$ cat config.mk
export PLATFORM = sky130hd
export DESIGN_NAME = axis_vid_gen
export DESIGN_NICKNAME = d
export VERILOG_FILES = /design/src/rtl/vid_gen_pkg.sv /design/src/rtl/vid_gen_pix.sv /design/src/rtl/axis_vid_gen.sv
export SDC_FILE = /design/constraint.sdc
export NUM_CORES = 1
export LEC_CHECK = 0
export BUFFER_PORTS_ARGS = -buffer_cell sky130_fd_sc_hd__buf_2
export CAP_MARGIN = 20
export CORE_MARGIN = 5
export CORE_UTILIZATION = 57
export DETAILED_ROUTE_END_ITERATION = 12
export PLACE_DENSITY = 0.8
export SETUP_SLACK_MARGIN = 0.5
export SYNTH_ARGS = -nofsm -noshare
export SYNTH_HDL_FRONTEND = slang
export SYNTH_SLANG_ARGS = --single-unit
export TNS_END_PERCENT = 10
$ cat constraint.sdc
create_clock -name clk -period 4.9 [get_ports clk]
set_clock_uncertainty 0.2 [all_clocks]
set_input_delay 0.98 -clock clk [delete_from_list [all_inputs] [get_ports clk]]
set_output_delay 0.98 -clock clk [all_outputs]
set_load 0.05 [all_outputs]
$ cat src/rtl/vid_gen_pkg.sv
// Shared encodings for the AXI4-Stream video test-pattern generator.
package vid_gen_pkg;

  typedef enum logic [1:0] {
    ST_IDLE   = 2'd0,
    ST_ACTIVE = 2'd1,
    ST_HBLANK = 2'd2,
    ST_VBLANK = 2'd3
  } state_e;

  localparam logic [1:0] MODE_HRAMP = 2'd0;
  localparam logic [1:0] MODE_VRAMP = 2'd1;
  localparam logic [1:0] MODE_CHK   = 2'd2;
  localparam logic [1:0] MODE_CONST = 2'd3;

endpackage

$ cat src/rtl/vid_gen_pix.sv
// Combinational single-pixel pattern generator: (mode, x, y, const_val) -> pixel.
module vid_gen_pix
  import vid_gen_pkg::*;
#(
  parameter int PIX_BITS = 8,
  parameter int X_W      = 10,
  parameter int Y_W      = 9,
  parameter int CHK_LOG2 = 3
) (
  input  logic [1:0]          mode,
  input  logic [X_W-1:0]      x,
  input  logic [Y_W-1:0]      y,
  input  logic [PIX_BITS-1:0] const_val,
  output logic [PIX_BITS-1:0] pix
);

  logic x_bit;
  logic y_bit;

  // Square index parity; coordinates narrower than the square size are always in square 0.
  if (CHK_LOG2 < X_W) begin : g_xbit
    assign x_bit = x[CHK_LOG2];
  end else begin : g_xbit_zero
    assign x_bit = 1'b0;
  end

  if (CHK_LOG2 < Y_W) begin : g_ybit
    assign y_bit = y[CHK_LOG2];
  end else begin : g_ybit_zero
    assign y_bit = 1'b0;
  end

  always_comb begin
    pix = const_val;
    case (mode)
      MODE_HRAMP: pix = PIX_BITS'(x);
      MODE_VRAMP: pix = PIX_BITS'(y);
      MODE_CHK:   pix = (x_bit ^ y_bit) ? {PIX_BITS{1'b1}} : {PIX_BITS{1'b0}};
      default:    pix = const_val;
    endcase
  end

endmodule

$ cat src/rtl/axis_vid_gen.sv
// AXI4-Stream video test-pattern generator with line/frame blanking and backpressure.
// Optional VID_GEN_FRAME_TAG_EN: pixel 0 of each start-of-frame beat carries frame_cnt.
module axis_vid_gen
  import vid_gen_pkg::*;
#(
  parameter int WDT       = 640,
  parameter int HGT       = 480,
  parameter int PIX_BITS  = 8,
  parameter int PPC       = 4,
  parameter int HBLK      = 64,
  parameter int VBLK      = 16,
  parameter int CHK_LOG2  = 3,
  parameter int TDEST_VAL = 0
) (
  input  logic                       clk,
  input  logic                       rst_n,
  input  logic                       enb,
  input  logic [1:0]                 mode,
  input  logic [PIX_BITS-1:0]        const_val,
  output logic                       tvalid,
  input  logic                       tready,
  output logic                       tuser,
  output logic                       tlast,
  output logic [PIX_BITS*PPC-1:0]    tdata,
  output logic [3:0]                 tdest,
  output logic [PIX_BITS*PPC/8-1:0]  tkeep,
  output logic                       busy,
  output logic [15:0]                frame_cnt,
  output logic                       frame_done
);

  localparam int X_W     = (WDT > 1) ? $clog2(WDT) : 1;
  localparam int Y_W     = (HGT > 1) ? $clog2(HGT) : 1;
  localparam int BLK_MAX = (HBLK > VBLK) ? HBLK : VBLK;
  localparam int BLK_W   = (BLK_MAX > 1) ? $clog2(BLK_MAX) : 1;
  localparam int DW      = PIX_BITS * PPC;

  localparam logic [X_W-1:0]   X_LAST    = X_W'(WDT - PPC);
  localparam logic [Y_W-1:0]   Y_LAST    = Y_W'(HGT - 1);
  localparam logic [BLK_W-1:0] HBLK_LAST = BLK_W'((HBLK > 0) ? HBLK - 1 : 0);
  localparam logic [BLK_W-1:0] VBLK_LAST = BLK_W'((VBLK > 0) ? VBLK - 1 : 0);

  state_e                state_q, state_d;
  logic [X_W-1:0]        x_q, x_d;
  logic [Y_W-1:0]        y_q, y_d;
  logic [BLK_W-1:0]      blk_q, blk_d;
  logic [15:0]           frame_cnt_q, frame_cnt_d;
  logic [1:0]            mode_q, mode_d;
  logic [PIX_BITS-1:0]   const_q, const_d;
  logic                  tvalid_q, tvalid_d;
  logic                  tuser_q, tuser_d;
  logic                  tlast_q, tlast_d;
  logic [DW-1:0]         tdata_q, tdata_d;
  logic                  busy_q, busy_d;
  logic                  frame_done_q, frame_done_d;

  logic                  line_end;
  logic                  vblank_end;
  logic                  start;

  logic [X_W-1:0]        pix_x [PPC];
  logic [PIX_BITS-1:0]   pix   [PPC];

  always_ff @(posedge clk or negedge rst_n) begin
    if (!rst_n) begin
      state_q      <= ST_IDLE;
      x_q          <= '0;
      y_q          <= '0;
      blk_q        <= '0;
      frame_cnt_q  <= '0;
      mode_q       <= '0;
      const_q      <= '0;
      tvalid_q     <= 1'b0;
      tuser_q      <= 1'b0;
      tlast_q      <= 1'b0;
      tdata_q      <= '0;
      busy_q       <= 1'b0;
      frame_done_q <= 1'b0;
    end else begin
      state_q      <= state_d;
      x_q          <= x_d;
      y_q          <= y_d;
      blk_q        <= blk_d;
      frame_cnt_q  <= frame_cnt_d;
      mode_q       <= mode_d;
      const_q      <= const_d;
      tvalid_q     <= tvalid_d;
      tuser_q      <= tuser_d;
      tlast_q      <= tlast_d;
      tdata_q      <= tdata_d;
      busy_q       <= busy_d;
      frame_done_q <= frame_done_d;
    end
  end

  always_comb begin
    state_d      = state_q;
    x_d          = x_q;
    y_d          = y_q;
    blk_d        = blk_q;
    frame_cnt_d  = frame_cnt_q;
    mode_d       = mode_q;
    const_d      = const_q;
    frame_done_d = 1'b0;
    line_end     = 1'b0;
    vblank_end   = 1'b0;
    start        = 1'b0;

    case (state_q)
      ST_IDLE: begin
        if (enb) start = 1'b1;
      end
      ST_ACTIVE: begin
        if (tready) begin
          if (x_q == X_LAST) begin
            x_d = '0;
            if (HBLK > 0) begin
              state_d = ST_HBLANK;
              blk_d   = '0;
            end else begin
              line_end = 1'b1;
            end
          end else begin
            x_d = x_q + X_W'(PPC);
          end
        end
      end
      ST_HBLANK: begin
        if (blk_q == HBLK_LAST) line_end = 1'b1;
        else                    blk_d    = blk_q + BLK_W'(1);
      end
      ST_VBLANK: begin
        if (blk_q == VBLK_LAST) vblank_end = 1'b1;
        else                    blk_d      = blk_q + BLK_W'(1);
      end
      default: state_d = ST_IDLE;
    endcase

    // Zero-length blanking collapses into the event that would have entered it.
    if (line_end) begin
      if (y_q == Y_LAST) begin
        y_d = '0;
        if (VBLK > 0) begin
          state_d = ST_VBLANK;
          blk_d   = '0;
        end else begin
          vblank_end = 1'b1;
        end
      end else begin
        y_d     = y_q + Y_W'(1);
        state_d = ST_ACTIVE;
      end
    end

    if (vblank_end) begin
      frame_done_d = 1'b1;
      frame_cnt_d  = frame_cnt_q + 16'd1;
      if (enb) start   = 1'b1;
      else     state_d = ST_IDLE;
    end

    // mode/const_val are sampled only at frame start and held for the whole frame.
    if (start) begin
      state_d = ST_ACTIVE;
      x_d     = '0;
      y_d     = '0;
      mode_d  = mode;
      const_d = const_val;
    end
  end

  for (genvar k = 0; k < PPC; k++) begin : g_pix
    assign pix_x[k] = x_d + X_W'(k);

    vid_gen_pix #(
      .PIX_BITS (PIX_BITS),
      .X_W      (X_W),
      .Y_W      (Y_W),
      .CHK_LOG2 (CHK_LOG2)
    ) u_pix (
      .mode      (mode_d),
      .x         (pix_x[k]),
      .y         (y_d),
      .const_val (const_d),
      .pix       (pix[k])
    );
  end

  // Outputs are computed from next-state values so they are registered yet line up with the state.
  always_comb begin
    tvalid_d = (state_d == ST_ACTIVE);
    tuser_d  = tvalid_d && (x_d == '0) && (y_d == '0);
    tlast_d  = tvalid_d && (x_d == X_LAST);
    busy_d   = (state_d != ST_IDLE);
    tdata_d  = '0;
    if (tvalid_d) begin
      for (int k = 0; k < PPC; k++) begin
        tdata_d[k*PIX_BITS +: PIX_BITS] = pix[k];
      end
    end
`ifdef VID_GEN_FRAME_TAG_EN
    if (tuser_d) tdata_d[PIX_BITS-1:0] = PIX_BITS'(frame_cnt_d);
`endif
  end

  assign tvalid     = tvalid_q;
  assign tuser      = tuser_q;
  assign tlast      = tlast_q;
  assign tdata      = tdata_q;
  assign busy       = busy_q;
  assign frame_cnt  = frame_cnt_q;
  assign frame_done = frame_done_q;
  assign tdest      = 4'(TDEST_VAL);
  assign tkeep      = '1;

endmodule

==> results of run 1 <==
[placed cells by master, fill, tap and decap left out, types with 11 or more instances in the layout]
cell type | Yosys | final
a31oi_1 | 25 | 25
nand4_1 | 12 | 12
clkbuf_8 | 0 | 11
nand3_1 | 14 | 14
o21ai_0 | 18 | 18
inv_1 | 18 | 18
dfrtp_1 | 90 | 90
nor2_1 | 17 | 17
nand2_1 | 52 | 52
a21oi_1 | 27 | 27
and3_1 | 12 | 12
nor3_1 | 20 | 20
buf_2 | 7 | 65
xnor2_1 | 20 | 20
[cells by family (layout without fill, tap and decap cells)]
logic type | count (synthesis) | after routing | share of synthesized area (%)
adder cells (fa/ha/maj) | 10 | 10 | 2.60
multiplexers | 11 | 11 | 2.81
AO/OA/AOI/OAI | 118 | 118 | 16.6
AND/OR/NAND/NOR | 180 | 180 | 20.9
flip-flops | 90 | 90 | 46.8
XOR/XNOR | 31 | 31 | 5.80
buffers and inverters | 46 | 107 | 4.42
other | 2 | 8 | 0.156
[flip-flops by register name (all words and copies together), names as in the netlist]
signal,flops
busy,1
tuser,1
blk_q,6
y_q,9
tdata,32
mode_q,2
x_q,10
state_q,2
tvalid,1
tlast,1
frame_cnt,16
frame_done,1
const_q,8
[power breakdown]
group / leakage [nW] / internal, mW / total (mW) / switching (mW)
Sequential: 1.15 / 0.910 / 0.982 / 0.0716
Clock: 0.102 / 0.265 / 0.534 / 0.269
Combinational: 1.27 / 0.325 / 1.30 / 0.970
[path summary, 6_finish.rpt]
path                                            from                        end  slack, ns  depth (start not counted)
hold / removal             frame_cnt[15]$_DFFE_PN0N_  frame_cnt[15]$_DFFE_PN0N_       0.27                          1
setup reg to reg                    x_q[0]$_DFF_PN0_        tdata[12]$_DFF_PN0_       0.69                         10
hold reg to reg            frame_cnt[15]$_DFFE_PN0N_  frame_cnt[15]$_DFFE_PN0N_       0.27                          1
min in group asynchronous                      rst_n         blk_q[2]$_DFF_PN0_       0.46                          1
setup / recovery                    x_q[0]$_DFF_PN0_        tdata[12]$_DFF_PN0_       0.69                         10
max in group asynchronous                      rst_n  frame_cnt[14]$_DFFE_PN0N_       3.13                          2
[routing by layer]
layer  track usage, %  vias to the layer above  wire length [um]
met1             33.8                     2002              5170
met4             8.17                        0               257
met5                0                        -                 0
met3             6.21                       30               983
li1                 -                     1913                 -
met2             36.2                      184              5570
[worst max-delay path, cell delays in order (launching register included)]
cell,delay (ns)
dfrtp_1,0.45
or4b_4,0.58
nor4_4,0.61
or3_1,0.26
inv_2,0.13
ha_1,0.24
and2_1,0.18
or4_1,0.47
and3_1,0.21
o21ai_1,0.53
a31oi_1,0.20
[final cells by class]
type | count | area share (%)
multi-input cells | 358 | 43.8
flip-flops and latches | 90 | 41.6
inverters | 20 | 1.39
clock inverters | 5 | 1.16
clock buffers | 11 | 2.80
well taps | 105 | 2.43
repair buffers | 71 | 6.84
==> impl_metrics.csv, run 1 <==
group,metric,value,unit
setup_path,worstPathRequired,4.90,ns
placement,port_buffers,66,
floorplanning,core,8220,sq um
global_route,grt_start_max_net_pins,56,
timing,fin_crit,4.21,ns
placement,dp_hpwl,8580,um
logic_synthesis,ys.flop_type,"dfrtp_1",
logic_synthesis,synth_most_common_cell,"dfrtp_1",
global_route,grt_pass1_vias,3916,
logic_synthesis,synth_top_area_share,46.8,%
timing,clock.fmax,0.237,GHz
timing,finalCritPeriodShare,86.0,%
logic_synthesis,ys_types,70,
logic_synthesis,seq_area_frac_synth,46.8,%
pwr,vdd_drop_max,0.319,mV
global_route,grt_pass1_wl,19400,um
cts,cts_tree,"done",
drt,vias,4129,
floorplanning,start_util,58.6,%
logic_synthesis,ys_warn_count,0,
logic_synthesis,avgSynthCellArea,9.86,sq um
pwr,power_density,519,nW/um^2
timing,maxSlewViolCount,0,
placement,dpl.cell_count,643,
setup_path,worst-endpoint-arrival,4.21,ns
logic_synthesis,synth_area_leader_cell,"dfrtp_1",
final_layout,areaGrowthSynthToFinish,12.5,%
placement,postPlaceCellArea,5190,sq um
global_route,grt_usage,23.9,%
cts,insertion_delay,0.36,ns
timing,rsz0062_at_grt,"false",
drt,avgViaCountPerCell,6.26,
placement,gp_congestion,0.893,
logic_synthesis,yosys-top-cells-count,"90 x dfrtp_1, 52 x nand2_1, 27 x a21oi_1, 25 x a31oi_1",
logic_synthesis,synth.area.top_cells,"dfrtp_1 47%, nand2_1 4.1%, xnor2_1 3.6%, a31oi_1 3.2%, a21oi_1 2.8%",
timing,hold_slack,0.270,ns
pwr,power.leakage,2.53,nW
final_layout,fin_cells,660,
logic_synthesis,async_flop_share,100,%
timing,slew_headroom,20.3,%
drt,drt_iter0_markers,384,
logic_synthesis,ys_ff_latch,90,
cts,h-tree-depth,3,
floorplanning,die_area,10400,sq um
final_layout,fin_nets,574,
timing,hold_viol,0,
timing,setup_tns,0,ns
cts,cts_buffers,9,
cts,cts-root-buf,"clkbuf_8",
final_layout,nFillCells,657,
setup_path,cp-end-kind,"flop",
floorplanning,rows,33,
timing,setup_viol,0,
drt,ant_nets,0,
floorplanning,die_w,102,um
final_layout,fin_area,5410,sq um
cts,cts.repair.resized,0,
global_route,overflow,0,
drt,drt_first_pass_iters,5,
global_route,antenna_found_initial,0,
floorplanning,fp.dieH,102,um
timing,fin_ws,0.686,ns
setup_path,path_class,"flop to flop",
final_layout,multiInputGateArea,2370,sq um
final_layout,seqCellArea,2250,sq um
pwr,power,2.81,mW
final_layout,drive_above_1_share,21.1,%
logic_synthesis,syn-cell-area,4810,sq um
final_layout,fin_util,65.9,%
cts,clkSinkCount,90,
cts,clockBufferDepth,2,
cts,post_cts_buffers,0,
drt,routed_wl,12000,um
drt,drcViolationCount,0,
setup_path,critical_path.max_fanout,12,
logic_synthesis,synth_edf_count,0,
cts,cts_hold_buffers,0,
cts,clk_pin_slew,0.09,ns
status,outcome,"finished, final reports clean",
floorplanning,ios,75,
job,max_cap_violations,0,
final_layout,antennaDiodeCount,0,
placement,dp_slack,0.468,ns
setup_path,start_kind,"flop",
timing,worstMarginPinSlew,1.19,ns
logic_synthesis,synthCells,488,
min_path,hold_path_class,"flop to flop",
drt,post_drt_wl_per_cell,18.2,um
No activity file was read; power rests on OpenSTA's default activity.
==> run 2, diff against run 1 <==
ABC_AREA = 1   (was unset)
TNS_END_PERCENT = 50   (was 10)
==> run 2 against run 1 <==
Effect of this change:
- clock power up 3%
- via count up 6.7%
- sequential cell count unchanged
- count of clock-buffer cells in the layout down 2
- synthesized cell count up 30%
- critical path type unchanged
- highest routed layer unchanged
- die area up 3.8%
- largest cell class unchanged
==> impl_metrics.csv, run 2 <==
group,metric,value,unit
status,outcome,"finished, final reports clean",
logic_synthesis,synthCells,632,
cts,clockBufferDepth,2,
placement,gp_congestion,0.936,
global_route,grt_start_max_net_pins,91,
drt,drt_iter0_markers,387,
cts,cts_buffers,9,
timing,fin_ws,1.40,ns
setup_path,worstPathRequired,4.97,ns
setup_path,crit_path_frequent_cell,"nand2_1",
global_route,grt_pass1_vias,4209,
drt,drcViolationCount,0,
logic_synthesis,synth_area_leader_cell,"dfrtp_1",
cts,cts.repair.resized,0,
floorplanning,ios,75,
final_layout,drive_above_1_share,21.0,%
floorplanning,fp.dieH,104,um
floorplanning,rows,34,
cts,post_cts_buffers,0,
final_layout,fin_cells,812,
logic_synthesis,syn-cell-area,5020,sq um
drt,avgViaCountPerCell,5.42,
final_layout,antennaDiodeCount,0,
logic_synthesis,yosys-top-cells-count,"147 x nand2_1, 90 x dfrtp_1, 73 x inv_1, 68 x nor2_1, 51 x nand3_1",
cts,cts-root-buf,"clkbuf_8",
timing,rsz0062_at_grt,"false",
global_route,antenna_found_initial,0,
drt,post_drt_wl_per_cell,15.2,um
logic_synthesis,synth_most_common_cell,"nand2_1",
setup_path,slowest_stage,"dfrtp_1",
cts,clk_pin_slew,0.09,ns
final_layout,mostFrequentLayoutCells,"147 x nand2_1, 90 x dfrtp_1, 73 x inv_1",
pwr,power,2.86,mW
drt,routed_wl,12400,um
pwr,pwr-share-seq,34.2,%
pwr,power.leakage,3.07,nW
timing,clock.fmax,0.285,GHz
setup_path,cp-end-kind,"flop",
logic_synthesis,synthSimpleGateAreaFrac,30.8,%
setup_path,worst-endpoint-arrival,3.58,ns
logic_synthesis,synth.mux.area_fraction,0,%
setup_path,path_class,"flop to flop",
final_layout,fin_area,5630,sq um
timing,maxSlewViolCount,0,
final_layout,final_common_cell,"nand2_1",
pwr,power_density,508,nW/um^2
pwr,p_sw_share,47.7,%
global_route,grt_pass1_wl,20400,um
setup_path,critical_path.max_fanout,33,
logic_synthesis,synth.area.top_cells,"dfrtp_1 45%, nand2_1 11%, inv_1 5.5%, nand3_1 5.1%, nor2_1 5.1%",
logic_synthesis,ys.flop_type,"dfrtp_1",
placement,dp_hpwl,9310,um
cts,h-tree-depth,3,
cts,insertion_delay,0.36,ns
timing,fin_crit,3.50,ns
floorplanning,start_util,58.1,%
timing,setup_tns,0,ns
setup_path,cp_cell_sequence,"ha_1, nand2_1, nor2_2, nand3_4, nand2_4, nand2_4, inv_2, nor2_1, inv_1, ha_1, nand3_2, nand2_1, nand2_1, nand2_1, nand2_2, nand3_4, a21oi_1",
logic_synthesis,synth_xor_area_share,3.14,%
logic_synthesis,async_flop_share,100,%
logic_synthesis,seq_area_frac_synth,44.9,%
logic_synthesis,synth_edf_count,0,
placement,dpl.cell_count,796,
drt,ant_nets,0,
pwr,p_sw,1.36,mW
cts,cts_tree,"done",
global_route,overflow,0,
pwr,p_clk_share,19.3,%
floorplanning,core,8640,sq um
setup_path,max_stage_delay,0.43,ns
placement,postPlaceCellArea,5390,sq um
timing,worstMarginPinSlew,0.806,ns
pwr,combPwrFrac,46.5,%
logic_synthesis,synth_fa_ha_area_share,2.49,%
global_route,grt_usage,23.0,%
logic_synthesis,avgSynthCellArea,7.94,sq um
cts,cts_hold_buffers,0,
final_layout,largest_register_ffs,32,
pwr,vdd_drop_max,0.346,mV
min_path,hold_path_class,"flop to flop",
final_layout,fin_nets,724,
timing,finalCritPeriodShare,71.5,%
logic_synthesis,synth_compound_area_share,9.18,%
logic_synthesis,synth_top_area_share,44.9,%
logic_synthesis,synth_top_family_by_area,"simple AND/OR/NAND/NOR gates",
placement,dp_slack,1.43,ns
logic_synthesis,ys_ff_latch,90,
floorplanning,die_area,10800,sq um
pwr,intPower,1.50,mW
timing,setup_viol,0,
timing,hold_viol,0,
setup_path,start_kind,"flop",
logic_synthesis,ys_warn_count,0,
drt,drt_first_pass_iters,5,
cts,clkSinkCount,90,
placement,port_buffers,66,
drt,vias,4404,
job,max_cap_violations,0,
logic_synthesis,ys_types,39,
floorplanning,die_w,104,um
timing,slew_headroom,46.3,%
final_layout,areaGrowthSynthToFinish,12.2,%
==> run 2: changes by cell type after synthesis, moves of 12 or more <==
cell     before  now
inv_1        18   73
nor2_1       17   68
xnor2_1      20    6
nand2_1      52  147
inv_2         2   18
nand3_1      14   51
and3_1       12    0
==> run 2: cell families after synthesis <==
group           Yosys count
xor+xnor                 18
other cells               2
flops                    90
compound gates           74
simple gates            329
buf+inv                 109
fa+ha+maj                10
==> run 2: layout make-up <==
| type | count | area [sq um] |
|---|---|---|
| Clock buffer | 9 | 124 |
| Clock inverter | 6 | 92.6 |
| Fill cell | 740 | 3010 |
| Inverter | 93 | 349 |
| Multi-Input combinational cell | 439 | 2320 |
| Sequential cell | 90 | 2250 |
| Tap cell | 108 | 135 |
| Timing Repair Buffer | 67 | 360 |
==> run 2: final timing paths <==
path / startpoint / endpoint / slack (ns) / cells past startpoint
min: frame_cnt[15]$_DFFE_PN0N_ / frame_cnt[15]$_DFFE_PN0N_ / 0.27 / 1
min in group asynchronous: rst_n / frame_cnt[4]$_DFFE_PN0N_ / 0.28 / 1
min reg2reg: frame_cnt[15]$_DFFE_PN0N_ / frame_cnt[15]$_DFFE_PN0N_ / 0.27 / 1
max reg2reg: blk_q[0]$_DFF_PN0_ / tdata[27]$_DFF_PN0_ / 1.40 / 17
max in group asynchronous: rst_n / mode_q[1]$_DFF_PN0_ / 3.58 / 2
max: blk_q[0]$_DFF_PN0_ / tdata[27]$_DFF_PN0_ / 1.40 / 17
==> run 2: power by group through the flow <==
stage	registers (mW)	clock network (mW)	logic [mW]
final	0.978	0.550	1.33
after global placement	0.988	0	1.31
after detailed placement	0.992	0	1.32
after CTS	0.979	0.561	1.32
after global routing	0.997	0.591	1.42
after floorplan	1.42	0	0.562
==> run 2: worst max-delay path: cells and delay by family, from the launching register on <==
kind	cells	cell delay, ns
fa+ha+maj	2	0.50
flops	1	0.43
compound gates	1	0.20
buf+inv	2	0.34
simple gates	12	1.74
==> run 2: through the flow <==
| stage | hold WS, ns | util [%] |
|---|---|---|
| 5_1_grt | 0.276 | 65.2 |
| 6_report | 0.273 | 65.2 |
| 3_5_place_dp | 0.267 | 62.4 |
| 3_3_place_gp | 0.257 | 62.4 |
| 4_1_cts | 0.282 | 64.9 |
| 2_1_floorplan | 0.266 | - |
==> run 2: per-layer routing <==
layer  up-vias  GRT usage, %  routed length, um
met5         -             0                  0
met4         0          8.51                253
met3        26          3.67                881
met2       205          36.2               5760
met1      2026          32.1               5470
li1       2147             -                  -
==> run 3, diff against run 2 <==
ABC_AREA = 0   (was 1)
clock period = 3.6 ns   (was 4.9 ns; I/O delays follow)
==> run 3 against run 2 <==
Effect of this change:
- via count shrank 3.6%
- combinational power grew 45%
- critical path depth shrank 7
- fmax grew 9.1%
- non-clock buffer count grew 28
- setup slack lost 1.0 ns
- count of clock-buffer cells in the layout is the same
- global-route usage grew 1.9 points
- critical path type unchanged
- largest cell class unchanged
- largest power group unchanged
- highest routed layer unchanged
==> impl_metrics.csv, run 3 (synthesized netlist as in run 1, its figures left out) <==
group,metric,value,unit
setup_path,reg2reg_from,"x_q[0]$_DFF_PN0_",
timing,setup_viol,0,
final_layout,fin_area,5670,sq um
global_route,antenna_found_initial,0,
drt,ant_nets,0,
cts,cts_tree,"done",
final_layout,drive_above_1_share,26.4,%
global_route,grt_usage,24.8,%
setup_path,critical_path.max_fanout,7,
timing,rsz0062_at_grt,"true",
timing,clock.fmax,0.311,GHz
timing,finalCritPeriodShare,89.2,%
cts,cts_buffers,9,
final_layout,areaGrowthSynthToFinish,17.8,%
floorplanning,die_w,102,um
job,max_cap_violations,0,
floorplanning,ios,75,
min_path,hold_path_class,"primary input to asynchronous set/reset pin",
timing,hold_viol,0,
setup_path,cp-end-kind,"flop",
floorplanning,core,8220,sq um
final_layout,antennaDiodeCount,0,
cts,clk_pin_slew,0.09,ns
cts,cts-root-buf,"clkbuf_8",
timing,fin_crit,3.21,ns
setup_path,worst-endpoint-arrival,3.23,ns
final_layout,fin_util,69.0,%
drt,vias,4245,
setup_path,start_kind,"flop",
cts,clkSinkCount,90,
cts,insertion_delay,0.36,ns
timing,worstMarginPinSlew,0.641,ns
final_layout,largest_register_ffs,32,
setup_path,reg2reg_setup_slack,0.39,ns
floorplanning,die_area,10400,sq um
setup_path,r2r_end,"tdata[9]$_DFF_PN0_",
placement,port_buffers,66,
global_route,grt_pass1_vias,4032,
drt,drcViolationCount,0,
pwr,power_density,688,nW/um^2
floorplanning,start_util,58.6,%
cts,clockBufferDepth,2,
final_layout,fin_nets,598,
final_layout,mostFrequentLayoutCells,"89 x dfrtp_1, 65 x buf_2, 52 x nand2_1",
placement,dp_hpwl,8740,um
floorplanning,fp.dieH,102,um
floorplanning,rows,33,
setup_path,worstPathRequired,3.62,ns
global_route,grt_start_max_net_pins,91,
timing,slew_headroom,57.2,%
drt,drt_iter0_markers,337,
global_route,overflow,0,
placement,postPlaceCellArea,5340,sq um
status,outcome,"finished, final reports clean",
setup_path,path_class,"flop to flop",
drt,drt_first_pass_iters,7,
timing,setup_tns,0,ns
final_layout,final_common_cell,"dfrtp_1",
drt,post_drt_wl_per_cell,18.5,um
global_route,grt_pass1_wl,20200,um
pwr,power.leakage,2.64,nW
drt,routed_wl,12700,um
cts,h-tree-depth,3,
placement,gp_congestion,0.968,
pwr,vdd_drop_max,0.409,mV
timing,maxSlewViolCount,0,
setup_path,r2r_cells,10,
drt,avgViaCountPerCell,6.21,
-- run 3: cell count changes in the layout (fill, tap and decap cells not counted), moves of 17 or more --
cell     previous run  this run
nand2_1           147        52
inv_1              73        18
nor2_1             68        17
nand3_1            51        14
buf_4               1        29
inv_2              18         1
-- run 3: final cells by class --
type	instances	area [sq um]
sequential	90	2250
fill	617	2550
inverter	20	82.6
timing repair buffer	95	571
clock buffer	9	124
clock inverter	7	55.1
tap	105	131
multi-input combinational	358	2450
-- run 3: metrics by stage --
stage                     cells  power, mW  hold slack, ns  setup slack (ns)
final                       684       3.90           0.138             0.389
after global routing        684       4.09           0.176             0.306
after CTS                   680       3.86           0.274             0.498
after detailed placement    656       3.17           0.257             0.158
after global placement      656       3.15           0.252             0.320
after floorplan             494       2.71           0.224             0.325
-- run 3: power by group --
| part | internal (mW) | switching (mW) | leakage [nW] | total (mW) |
|---|---|---|---|---|
| logic | 0.561 | 1.37 | 1.40 | 1.93 |
| registers | 1.24 | 0.0974 | 1.15 | 1.34 |
| clock network | 0.257 | 0.378 | 0.0911 | 0.635 |
| total | 2.06 | 1.84 | 2.64 | 3.90 |
-- run 3: how the worst max path moves through the flow --
stage                  startpoint             endpoint  slack, ns  cells after the start
4_1_cts        blk_q[0]$_DFF_PN0_  tdata[31]$_DFF_PN0_       0.50                      7
3_5_place_dp                  enb  tdata[11]$_DFF_PN0_       0.16                     12
3_3_place_gp                  enb   tdata[9]$_DFF_PN0_       0.32                     11
2_1_floorplan              tready  tdata[15]$_DFF_PN0_       0.32                     10
6_report         x_q[0]$_DFF_PN0_   tdata[9]$_DFF_PN0_       0.39                     10
5_1_grt          x_q[0]$_DFF_PN0_  tdata[14]$_DFF_PN0_       0.31                     10
-- run 3: worst max-delay path: stages, from the launching register on --
cell and delay, ns:
dfrtp_1 0.41, or4b_4 0.57, nor4_4 0.29, or3_4 0.21
inv_8 0.04, ha_4 0.15, and2_4 0.15, or4_4 0.45
and3_4 0.21, o21ai_4 0.24, a31oi_1 0.15
-- run 3: layer usage --
layer  up-vias  wire [um]  GRT usage, %
li1       1946          -             -
met1      2068       5290          34.1
met2       200       6100          39.6
met3        31       1030          5.73
met4         0        239          7.47
met5         -          0             0
-- run 3: timing repair --
| item | CTS | global route |
|---|---|---|
| hold buffers | 0 | 0 |
| endpoints found under the setup margin | 23 | 30 |
| resized for setup | 7 | 4 |
| buffers inserted | 8 | 3 |
| gates cloned | 0 | 0 |
| pin swaps | 4 | 8 |
